### config.mk
export PLATFORM = sky130hd
export DESIGN_NAME = noc_in_arbiter
export DESIGN_NICKNAME = d
export VERILOG_FILES = /design/src/rtl/noc_in_arbiter.sv
export SDC_FILE = /design/constraint.sdc
export NUM_CORES = 1
export LEC_CHECK = 0
export BUFFER_PORTS_ARGS = -buffer_cell sky130_fd_sc_hd__buf_2
export CAP_MARGIN = 20
export CELL_PAD_IN_SITES_DETAIL_PLACEMENT = 0
export CELL_PAD_IN_SITES_GLOBAL_PLACEMENT = 1
export CORE_MARGIN = 2
export CORE_UTILIZATION = 25
export CTS_CLUSTER_DIAMETER = 40
export DETAILED_ROUTE_END_ITERATION = 8
export HOLD_SLACK_MARGIN = 0.08
export PLACE_DENSITY = 0.66
export SLEW_MARGIN = 20
export SYNTH_ARGS = -nofsm -noshare
export SYNTH_HDL_FRONTEND = slang
export SYNTH_SLANG_ARGS = --single-unit
### constraint.sdc
create_clock -name clk -period 16.05 [get_ports clk]
set_input_delay 1.605 -clock clk [delete_from_list [all_inputs] [get_ports clk]]
set_output_delay 1.605 -clock clk [all_outputs]
set_load 0.02 [all_outputs]
### src/rtl/noc_in_arbiter.sv
// noc_in_arbiter: round-robin req/ack input arbiter with packet lock; NOC_ARB_LOCAL_PRIO_EN gives the local port priority
module noc_in_arbiter #(
  parameter int DATA_WIDTH = 37,
  parameter int NUM_CH     = 5,
  parameter int TAIL_BIT   = 4,
  parameter int CH_W       = $clog2(NUM_CH)
) (
  input  logic                         clk,
  input  logic                         reset,
  input  logic [NUM_CH*DATA_WIDTH-1:0] data_in,
  input  logic [NUM_CH-1:0]            req_in,
  output logic [NUM_CH-1:0]            ack_out,
  input  logic                         fifo_full,
  output logic [DATA_WIDTH-1:0]        fifo_data,
  output logic [CH_W-1:0]              fifo_src,
  output logic                         fifo_wrreq
);
  typedef enum logic {IDLE, HOLD} state_t;
  localparam logic [CH_W-1:0] LAST = CH_W'(NUM_CH - 1);
  state_t state_q, state_d;
  logic [CH_W-1:0] cur_q, cur_d, ptr_q, ptr_d, src_q, src_d, g, idx;
  logic locked_q, locked_d, wr_q, wr_d, found, keep_ptr;
  logic [NUM_CH-1:0] ack_q, ack_d;
  logic [DATA_WIDTH-1:0] data_q, data_d;
  logic [DATA_WIDTH-1:0] ch_data [NUM_CH];
  for (genvar i = 0; i < NUM_CH; i++) begin : g_split
    assign ch_data[i] = data_in[i*DATA_WIDTH +: DATA_WIDTH];
  end
`ifdef NOC_ARB_LOCAL_PRIO_EN
  assign keep_ptr = (g == LAST);
`else
  assign keep_ptr = 1'b0;
`endif
  // A locked packet pins the grant to cur even while its requester is idle
  always_comb begin
    found = 1'b0;
    g = ptr_q;
    idx = ptr_q;
    if (locked_q) begin
      found = req_in[cur_q];
      g = cur_q;
    end else begin
`ifdef NOC_ARB_LOCAL_PRIO_EN
      if (req_in[NUM_CH-1]) begin
        found = 1'b1;
        g = LAST;
      end
`endif
      for (int k = 0; k < NUM_CH; k++) begin
        idx = CH_W'((int'(ptr_q) + k) % NUM_CH);
        if (!found && req_in[idx]) begin
          found = 1'b1;
          g = idx;
        end
      end
    end
  end
  always_comb begin
    state_d = state_q;
    cur_d = cur_q;
    ptr_d = ptr_q;
    locked_d = locked_q;
    ack_d = ack_q;
    data_d = data_q;
    src_d = src_q;
    wr_d = 1'b0;
    if (state_q == IDLE) begin
      if (found && !fifo_full) begin
        state_d = HOLD;
        cur_d = g;
        src_d = g;
        data_d = ch_data[g];
        wr_d = 1'b1;
        ack_d = NUM_CH'(1) << g;
        locked_d = !ch_data[g][TAIL_BIT];
        if (ch_data[g][TAIL_BIT] && !keep_ptr) ptr_d = (g == LAST) ? '0 : g + 1'b1;
      end
    end else if (!req_in[cur_q]) begin
      ack_d = '0;
      state_d = IDLE;
    end
  end
  always_ff @(posedge clk or posedge reset) begin
    if (reset) begin
      state_q <= IDLE;
      cur_q <= '0;
      ptr_q <= '0;
      locked_q <= 1'b0;
      ack_q <= '0;
      data_q <= '0;
      src_q <= '0;
      wr_q <= 1'b0;
    end else begin
      state_q <= state_d;
      cur_q <= cur_d;
      ptr_q <= ptr_d;
      locked_q <= locked_d;
      ack_q <= ack_d;
      data_q <= data_d;
      src_q <= src_d;
      wr_q <= wr_d;
    end
  end
  assign ack_out = ack_q;
  assign fifo_data = data_q;
  assign fifo_src = src_q;
  assign fifo_wrreq = wr_q;
endmodule

# Word-level counts from Yosys, hierarchy flattened
# Cells that the tools add are included.
dict set report totals {
  reg_bits 51
  latch_bits 0
  ram_bits 0
  mem_bits_ro 0
  out_inout_bits 46
  n_memories 0
}
dict set report classes {
  add_sub_neg 5
  n_mul 0
  div_mod_pow 5
  magnitude_cmp 7
  n_eq_ne 2
  shift 1
  muxes 39
  bitwise 2
  n_reduce_logical 15
}
# operator count
set ops {}
lappend ops {{32-bit by 4-bit remainder unit with 32-bit output (second input constant)} 4}
lappend ops {{37-bit binary-select mux with 3-bit select} 1}
lappend ops {{37-bit two-way mux} 2}
lappend ops {{4-bit by 4-bit remainder unit with 32-bit output (second input constant)} 1}
lappend ops {{3-bit by 4-bit less-than comparator with 1-bit output (second input constant)} 6}
lappend ops {{3-bit two-way mux} 7}
lappend ops {{1-bit two-way mux} 20}
lappend ops {{1-bit binary-select mux with 3-bit select} 6}
lappend ops {{5-bit two-way mux} 3}
lappend ops {{3-bit by 2-bit adder with 4-bit output (second input constant)} 2}
lappend ops {{1-bit logical NOT} 6}
lappend ops {{1-bit logical AND} 5}
lappend ops {{1-bit by 3-bit << shifter with 5-bit output (first input constant)} 1}
lappend ops {{3-bit by 1-bit adder with 4-bit output (second input constant)} 1}
lappend ops {{3-bit by 3-bit adder with 4-bit output (second input constant)} 1}
lappend ops {{4-bit >= comparator (second input constant)} 1}
lappend ops {{3-bit NOT with 4-bit output} 1}
lappend ops {{2-bit AND reduction} 2}
lappend ops {{3-bit by 1-bit adder with 3-bit output (second input constant)} 1}
lappend ops {{3-bit == test (second input constant)} 1}
lappend ops {{3-bit AND reduction} 1}
lappend ops {{2-bit != test (second input constant)} 1}
lappend ops {{2-bit nonzero test} 1}
lappend ops {{1-bit NOT} 1}

# Depth between registers and ports, before layout
# Gate-level depths: netlist of the first run.
dict set report depth {
  word_depth 26
  mapped_depth 25
  ltp_nobuf 22
}

# Worst setup path before layout of the first run
# OpenSTA, ideal clock, no wires.
dict set report synth_path {
  kind {register to register}
  from {register ptr_q[0]}
  to {register ptr_q[2]}
  setup_ns 0.125
  arrival_time_ns 4.992
  t_required_ns 15.925
  setup_slack_ns 10.933
  path_stages_with_launch 22
  n_path_buf 3
  path_cell_list {dfrtp_1 buf_4 clkinv_1 ha_1 buf_2 clkinv_1 ha_1 or3_1 or3_1 o2111a_1 a31oi_1 o32a_1 nand2_1 or4_1 o211ai_2 a2bb2oi_4 buf_8 inv_1 ha_1 ha_1 a21oi_1 mux2_4}
}
dict set report synth_via {
  elab_chain_len 26
  word_cells_on_any_way 52
}
# item line_no
set synth_lines {}
lappend synth_lines {{start: declaration} 21} ;# logic [CH_W-1:0] cur_q, cur_d, ptr_q, ptr_d, src_q, src_d, g, idx;
lappend synth_lines {{start signal: assignment} 96} ;# ptr_q <= ptr_d;
lappend synth_lines {{branches (longest 19 deep; another with 32-bit by 4-bit remainder unit with 32-bit output)} --}
lappend synth_lines {{3-bit two-way mux *} 51} ;# if (!found && req_in[idx]) begin
lappend synth_lines {{3-bit two-way mux *} 39} ;# if (locked_q) begin
lappend synth_lines {{named net g[0]} 21}
lappend synth_lines {{3-bit NOT with 4-bit output (not written as such)} 76} ;# if (ch_data[g][TAIL_BIT] && !keep_ptr) ptr_d = (g == LAST) ? '0 : g + 1'b1;
lappend synth_lines {{37-bit binary-select mux with 3-bit select} 76}
lappend synth_lines {{37-bit two-way mux (not written as such) (2 in series)} 76}
lappend synth_lines {{3-bit AND reduction (no line)} --}
# Mark *: on every way through the listed nets, which the timed path passes. The select of a mux whose other input is x is not followed.
# A chain may end at the register's enable or synchronous reset.

# Worst setup path after layout of the first run
dict set report layout_path {
  from {register ptr_q[1]}
  to {register ptr_q[2]}
}
dict set report layout_via {
  elab_chain_len 26
  word_cells_on_any_way 52
}
# item
set layout_lines {}
lappend layout_lines {{branches (longest 26 deep; another with 32-bit by 4-bit remainder unit with 32-bit output)}}
# Parallel ways; which one is timed is not known. The select of a mux whose other input is x is not followed.

==> impl_metrics.ini, run 1 <==
[routing]
dr.pass1.iters = 5
routed_wl_um = 18300
via_per_inst = 4.97
wl_per_cell_um = 17.6
drcViolationCount = 0
ant_nets = 0
vias = 5160
dr.first_iter.drc_count = 203

[pwr]
ir_drop_mv = 0.173
pwr-share-comb_pct = 80.6
p_per_area_nw_per_um2 = 303
pwr-share-clk_pct = 7.1
leakage_nw = 3.06
p_total_w = 0.00202
swShare_pct = 50.9
p_int_w = 0.000990
seqPwrFrac_pct = 12.3
p_switching_w = 0.00103

[final_layout]
drive_above_1_share_pct = 42.2
finalNonFillerCells = 1039
layout.nets = 980
syn2layout_area_growth_pct = 30.2
fillers = 2213

[sta]
worstMarginPinSlew_ns = 0.948
slew_violations = 0
setup_slack_ns = 9.35
finalSetupViolCount = 0
max_slew_margin_pct = 36.8
finalSetupTns_ns = 0
fmax_mhz = 149
holdWs_ns = 0.500
skew_ns = 0.00644
timing.final.crit_share_pct = 41.8
finalHoldViolations = 0
fin_crit_ns = 6.70
rsz0062_at_grt = no

[critical_path]
max_stage_delay_ns = 0.78
crit_family = adder cells
arrival_ns = 6.89
path_cells = inv_1 > ha_1 > clkinv_1 > ha_1 > nor3_2 > nor3_1 > nor2_1 > mux2_1 > o32a_1 > nand2_1 > and4_1 > a211o_1 > mux2_2 > inv_2 > ha_1 > a21oi_1 > mux2_4
crit_slowest_cell = mux2_2
worstPathBufferInverterCount = 3
critPathKind = reg2reg
end_kind = register
cp_max_fo = 43
start_kind = register
worstPathRequired_ns = 16.24
crit_top_cell = ha_1

[yosys]
yosys_register_bits = 51
synth_cells = 554
synth.distinct_cells = 85
yosysSeqAreaShare_pct = 25.0
ys.flop_type = dfrtp_1
synth_nets = 767
synth_edf_count = 0
synthesis.area_um2 = 5110
syn_avg_cell_area_um2 = 9.23
synth_warnings = 0
async_flop_share_pct = 100

[cts]
cts_buffers = 5
numClockSinks = 51
path_clk_slew_ns = 0.07
clockBufferDepth = 2
cts_max_level = 2
post_cts_buffers = 0
cts-root-buf = clkbuf_16
cts_tree = done
hold_buffers = 0
insertion_delay_ns = 0.29
cts_resized = 0

[global_routing]
grt-ovfl-total = 0
grt_start_max_net_pins = 83
grt_pass1_wl_um = 28100
grt_antenna_before_repair = 4
grt.total_usage_pct = 16.5
grt_pass1_vias = 4960

[floorplan]
start_util_pct = 25.3
io_pins = 239
dieArea_um2 = 21600
core_region_area_um2 = 20200
fp.dieW_um = 147
rows = 52
die_h_um = 147

[placement]
placedCellCount = 1030
port_buffers = 238
post-place-ws_ns = 9.31
routabilityCongestion = 0.878
dp_hpwl_um = 14400

[flow_run]
max_cap_viol_count = 0

[outcome]
outcome = finished clean

[hold_path]
hp-class = reg2reg
per-layer routing:
metal  part of all wire (%)  wire, um  up-vias  track usage [%]
met5                   0.15        27        -                0
met4                    1.5       284        4             3.41
met3                    6.5      1200       19             3.85
met2                     52      9590      166             30.2
met1                     39      7230     2457             19.7
li1                       -         -     2514                -
cells by family (layout without fill, tap and decap cells):
logic type	after synthesis	in the layout	synth area share [%]
adders and majority gates	20	20	4.90
and+or+nand+nor	212	212	19.2
AOI/OAI and AO/OA	143	143	21.5
other	0	1	0
DFF	51	51	25.0
muxes	62	62	22.0
xor gates and xnor gates	6	6	1.18
buffers and inverters	60	274	6.29
power groups by stage:
stage	clock, W	combinational, W	sequential (W)
after floorplan	0	0.00129	0.000300
after global placement	0	0.00165	0.000249
after detailed placement	0	0.00164	0.000251
after CTS	0.000147	0.00165	0.000249
after global routing	0.000152	0.00180	0.000257
final	0.000143	0.00162	0.000248
worst paths after layout:
check                                            end              startpoint  slack, ns  depth (start not counted)
min in group asynchronous   fifo_data[5]$_DFFE_PP0P_                   reset       1.48                          3
hold reg to reg               ack_out[4]$_DFFE_PP0P_  ack_out[4]$_DFFE_PP0P_       0.50                          2
max in group asynchronous  fifo_data[22]$_DFFE_PP0P_                   reset      14.10                          3
setup reg to reg                ptr_q[2]$_DFFE_PP0P_    ptr_q[1]$_DFFE_PP0P_       9.35                         17
setup / recovery                ptr_q[2]$_DFFE_PP0P_    ptr_q[1]$_DFFE_PP0P_       9.35                         17
hold / removal                ack_out[4]$_DFFE_PP0P_  ack_out[4]$_DFFE_PP0P_       0.50                          2
synthesized netlist by cell type, types with 4 or more instances:
| cell | count | area share [%] |
|---|---|---|
| nor3_1 | 8 | 0.78 |
| mux2i_1 | 10 | 2.0 |
| nor2b_1 | 5 | 0.61 |
| nand2b_1 | 4 | 0.49 |
| inv_1 | 17 | 1.2 |
| or3_1 | 5 | 0.61 |
| nand3b_1 | 4 | 0.59 |
| a21o_1 | 5 | 0.73 |
| o2bb2ai_1 | 4 | 0.69 |
| xnor2_1 | 4 | 0.69 |
| a21oi_1 | 15 | 1.5 |
| nand2_1 | 101 | 7.4 |
| a31oi_1 | 41 | 5.0 |
| clkbuf_1 | 17 | 1.2 |
| nand3_1 | 6 | 0.59 |
| nor2_1 | 53 | 3.9 |
| mux2_2 | 6 | 1.3 |
| o22ai_1 | 4 | 0.49 |
| o21ai_0 | 20 | 2.0 |
| dfrtp_1 | 51 | 25 |
| ha_1 | 20 | 4.9 |
| buf_2 | 11 | 1.1 |
| a22o_1 | 4 | 0.69 |
| or4_1 | 4 | 0.59 |
| buf_4 | 4 | 0.59 |
| mux4_2 | 38 | 17 |
| mux2_1 | 5 | 1.1 |
placed cells by master, fill, tap and decap left out, drive strengths merged, types with 5 or more instances in the layout:
master and count:
buf 244, nand2 101, nor2 53, dfrtp 51
a31oi 41, mux4 38, o21ai 22, inv 21
ha 20, a21oi 16, mux2 13, mux2i 11
nor3 10, nand3 7, a21o 5, or3 5
nor2b 5, clkbuf 5, xnor2 5, o211ai 5
metrics by stage:
stage               cell area, um2  utilization [%]
floorplan                     5110                -
global placement              6450             32.0
detailed placement            6450             32.0
CTS                           6650             33.0
global route                  6650             33.0
finish                        6650             33.0
state kept, by name (all words and copies together), names as in the netlist:
register,count
ptr_q,3
fifo_wrreq,1
state_q,1
fifo_src,3
fifo_data,37
locked_q,1
ack_out,5
worst reg2reg max path, stage by stage, from the launching register on:
cell,delay [ns]
dfrtp_1,0.67
inv_1,0.28
ha_1,0.73
clkinv_1,0.40
ha_1,0.35
nor3_2,0.37
nor3_1,0.11
nor2_1,0.31
mux2_1,0.38
o32a_1,0.35
nand2_1,0.12
and4_1,0.19
a211o_1,0.13
mux2_2,0.78
inv_2,0.60
ha_1,0.49
a21oi_1,0.04
mux2_4,0.29
final cells by class:
cell class	count	area, um2	share of cell area, %
multi-input cells	443	3520	52.9
flip-flops and latches	51	1280	19.2
repair buffers	244	1240	18.6
well taps	270	338	5.08
clock buffers	5	125	1.88
inverters	22	82.6	1.24
clock inverters	3	71.3	1.07
diodes	1	2.50	0.0376
No activity file was read; power rests on OpenSTA's default activity.
==> inputs of run 2 (changes only) <==
--- a/config.mk
+++ b/config.mk
@@ -14,7 +14,7 @@
 export CTS_CLUSTER_DIAMETER = 40
 export DETAILED_ROUTE_END_ITERATION = 8
 export HOLD_SLACK_MARGIN = 0.08
-export PLACE_DENSITY = 0.66
+export PLACE_DENSITY = 0.68
 export SLEW_MARGIN = 20
 export SYNTH_ARGS = -nofsm -noshare
 export SYNTH_HDL_FRONTEND = slang
==> constraint.sdc (replaced) <==
create_clock -name clk -period 6.1 [get_ports clk]
set_input_delay 0.61 -clock clk [delete_from_list [all_inputs] [get_ports clk]]
set_output_delay 0.61 -clock clk [all_outputs]
set_load 0.02 [all_outputs]
==> run 2 against run 1 <==
  * Non-clock buffer count grew 14
  * Final cell count up 1.4%
  * Routed wire length is 1.4% higher
  * Power rose to 2.7 times the previous value
  * Clock skew rose by 0.0030 ns
  * Via count grew 0.68%
  * Combinational power increased to 2.8 times the previous value
  * Count of clock-buffer cells in the layout is 1 higher
  * Flip-flop and latch count is the same
  * Critical path depth increased by 2
  * Register-to-register slack lost 8.8 ns
  * Critical endpoint is now fifo_data[27]$_DFFE_PP0P_
  * Highest routed layer unchanged
==> impl_metrics.ini, run 2 (same netlist as run 1, synthesis figures left out) <==
[pwr]
leakage_nw = 3.14
ir_drop_mv = 0.274
p_per_area_nw_per_um2 = 812

[sta]
timing.final.crit_share_pct = 91.1
skew_ns = 0.00948
rsz0062_at_grt = no
max_slew_margin_pct = 55.7
finalSetupTns_ns = 0
finalSetupViolCount = 0
fmax_mhz = 180
fin_crit_ns = 5.56
slew_violations = 0
worstMarginPinSlew_ns = 0.665
finalHoldViolations = 0

[global_routing]
grt_start_max_net_pins = 66
grt.total_usage_pct = 17.2
grt_antenna_before_repair = 3
grt-ovfl-total = 0
grt_pass1_wl_um = 29200
grt_pass1_vias = 5339

[critical_path]
cp_max_fo = 13
worstPathRequired_ns = 6.24
end_kind = register
critPathKind = reg2reg
start_kind = register
arrival_ns = 5.70

[floorplan]
die_h_um = 147
dieArea_um2 = 21600
start_util_pct = 25.3
fp.dieW_um = 147
io_pins = 239
core_region_area_um2 = 20200
rows = 52

[routing]
vias = 5195
dr.first_iter.drc_count = 222
via_per_inst = 4.93
routed_wl_um = 18600
drcViolationCount = 0
ant_nets = 0
wl_per_cell_um = 17.6
dr.pass1.iters = 4

[final_layout]
mostFrequentLayoutCells = 238 x buf_2, 101 x nand2_1, 53 x nor2_1
fillers = 2193
drive_above_1_share_pct = 43.2
stdcell_area_um2 = 6780
syn2layout_area_growth_pct = 32.6
largest_reg_flops = 37
layout.nets = 994
layout.cells.most_common = buf_2

[placement]
port_buffers = 238
dp_hpwl_um = 15000
routabilityCongestion = 0.836
place_area_um2 = 6590

[cts]
cts-root-buf = clkbuf_16
insertion_delay_ns = 0.29
cts_max_level = 2
cts_tree = done
path_clk_slew_ns = 0.07
clockBufferDepth = 2
cts_resized = 0
numClockSinks = 51
hold_buffers = 0
cts_buffers = 5
post_cts_buffers = 0

[flow_run]
max_cap_viol_count = 0

[hold_path]
hp-class = in2async

[outcome]
outcome = finished clean
run 2: changes by cell type in the layout (fill, tap and decap cells not counted), sizes merged:
cell	delta
buf	+14
bufinv	-1
clkbuf	+1
diode	+1
run 2: through the flow:
step                power [W]  hold slack (ns)  cells  util, %  setup slack, ns
global route          0.00604            0.510   1054     33.6           0.0892
detailed placement    0.00520            0.484   1043     32.7            0.549
finish                0.00551            0.494   1054     33.6            0.540
CTS                   0.00556            0.500   1051     33.5            0.523
global placement      0.00520            0.491   1043     32.7            0.605
floorplan             0.00419            0.577    554        -            0.983
run 2: per-layer routing:
metal  up-vias  track usage [%]  part of all wire (%)
met2       170             31.0                    52
met4         2             5.96                   2.7
met5         -                0                 0.065
met3        28             3.91                   5.9
met1      2449             20.1                    39
li1       2546                -                     -
run 2: power by group:
group	internal, W	switching [W]
clock network	0.000207	0.000132
registers	0.000511	0.000122
logic	0.00203	0.00250
total	0.00275	0.00276
run 2: final cells by class:
| type | instances | area [um2] | share of cell area (%) |
|---|---|---|---|
| antenna | 2 | 5.00 | 0.0738 |
| clock buffer | 6 | 139 | 2.05 |
| tap | 270 | 338 | 4.98 |
| clock inverter | 2 | 38.8 | 0.572 |
| timing repair buffer | 258 | 1380 | 20.3 |
| sequential | 51 | 1280 | 18.8 |
| inverter | 22 | 82.6 | 1.22 |
| multi-input combinational | 443 | 3520 | 51.9 |
run 2: worst paths after layout:
path | from | end | slack [ns] | depth (start not counted)
worst min-delay path | reset | fifo_data[34]$_DFFE_PP0P_ | 0.49 | 3
max in group asynchronous | reset | fifo_data[12]$_DFFE_PP0P_ | 5.16 | 3
min in group clk | ack_out[2]$_DFFE_PP0P_ | ack_out[2]$_DFFE_PP0P_ | 0.49 | 1
worst max-delay path | ptr_q[1]$_DFFE_PP0P_ | fifo_data[27]$_DFFE_PP0P_ | 0.54 | 19
worst min register to register | ack_out[2]$_DFFE_PP0P_ | ack_out[2]$_DFFE_PP0P_ | 0.49 | 1
worst max register to register | ptr_q[1]$_DFFE_PP0P_ | fifo_data[27]$_DFFE_PP0P_ | 0.54 | 19
run 2: worst max-delay path, cell delays in order (launching register included):
cell and delay (ns):
dfrtp_1 0.38, inv_1 0.21, ha_1 0.22, inv_1 0.06, ha_1 0.43, inv_1 0.12
ha_1 0.24, nor3_2 0.41, o21ai_0 0.19, a21o_1 0.20, o32ai_1 0.38, o32a_1 0.31
nand2_1 0.10, or4_1 0.56, o211ai_2 0.12, a2bb2oi_4 0.52, buf_12 0.25, mux4_2 0.52
nand2_1 0.10, a31oi_1 0.08
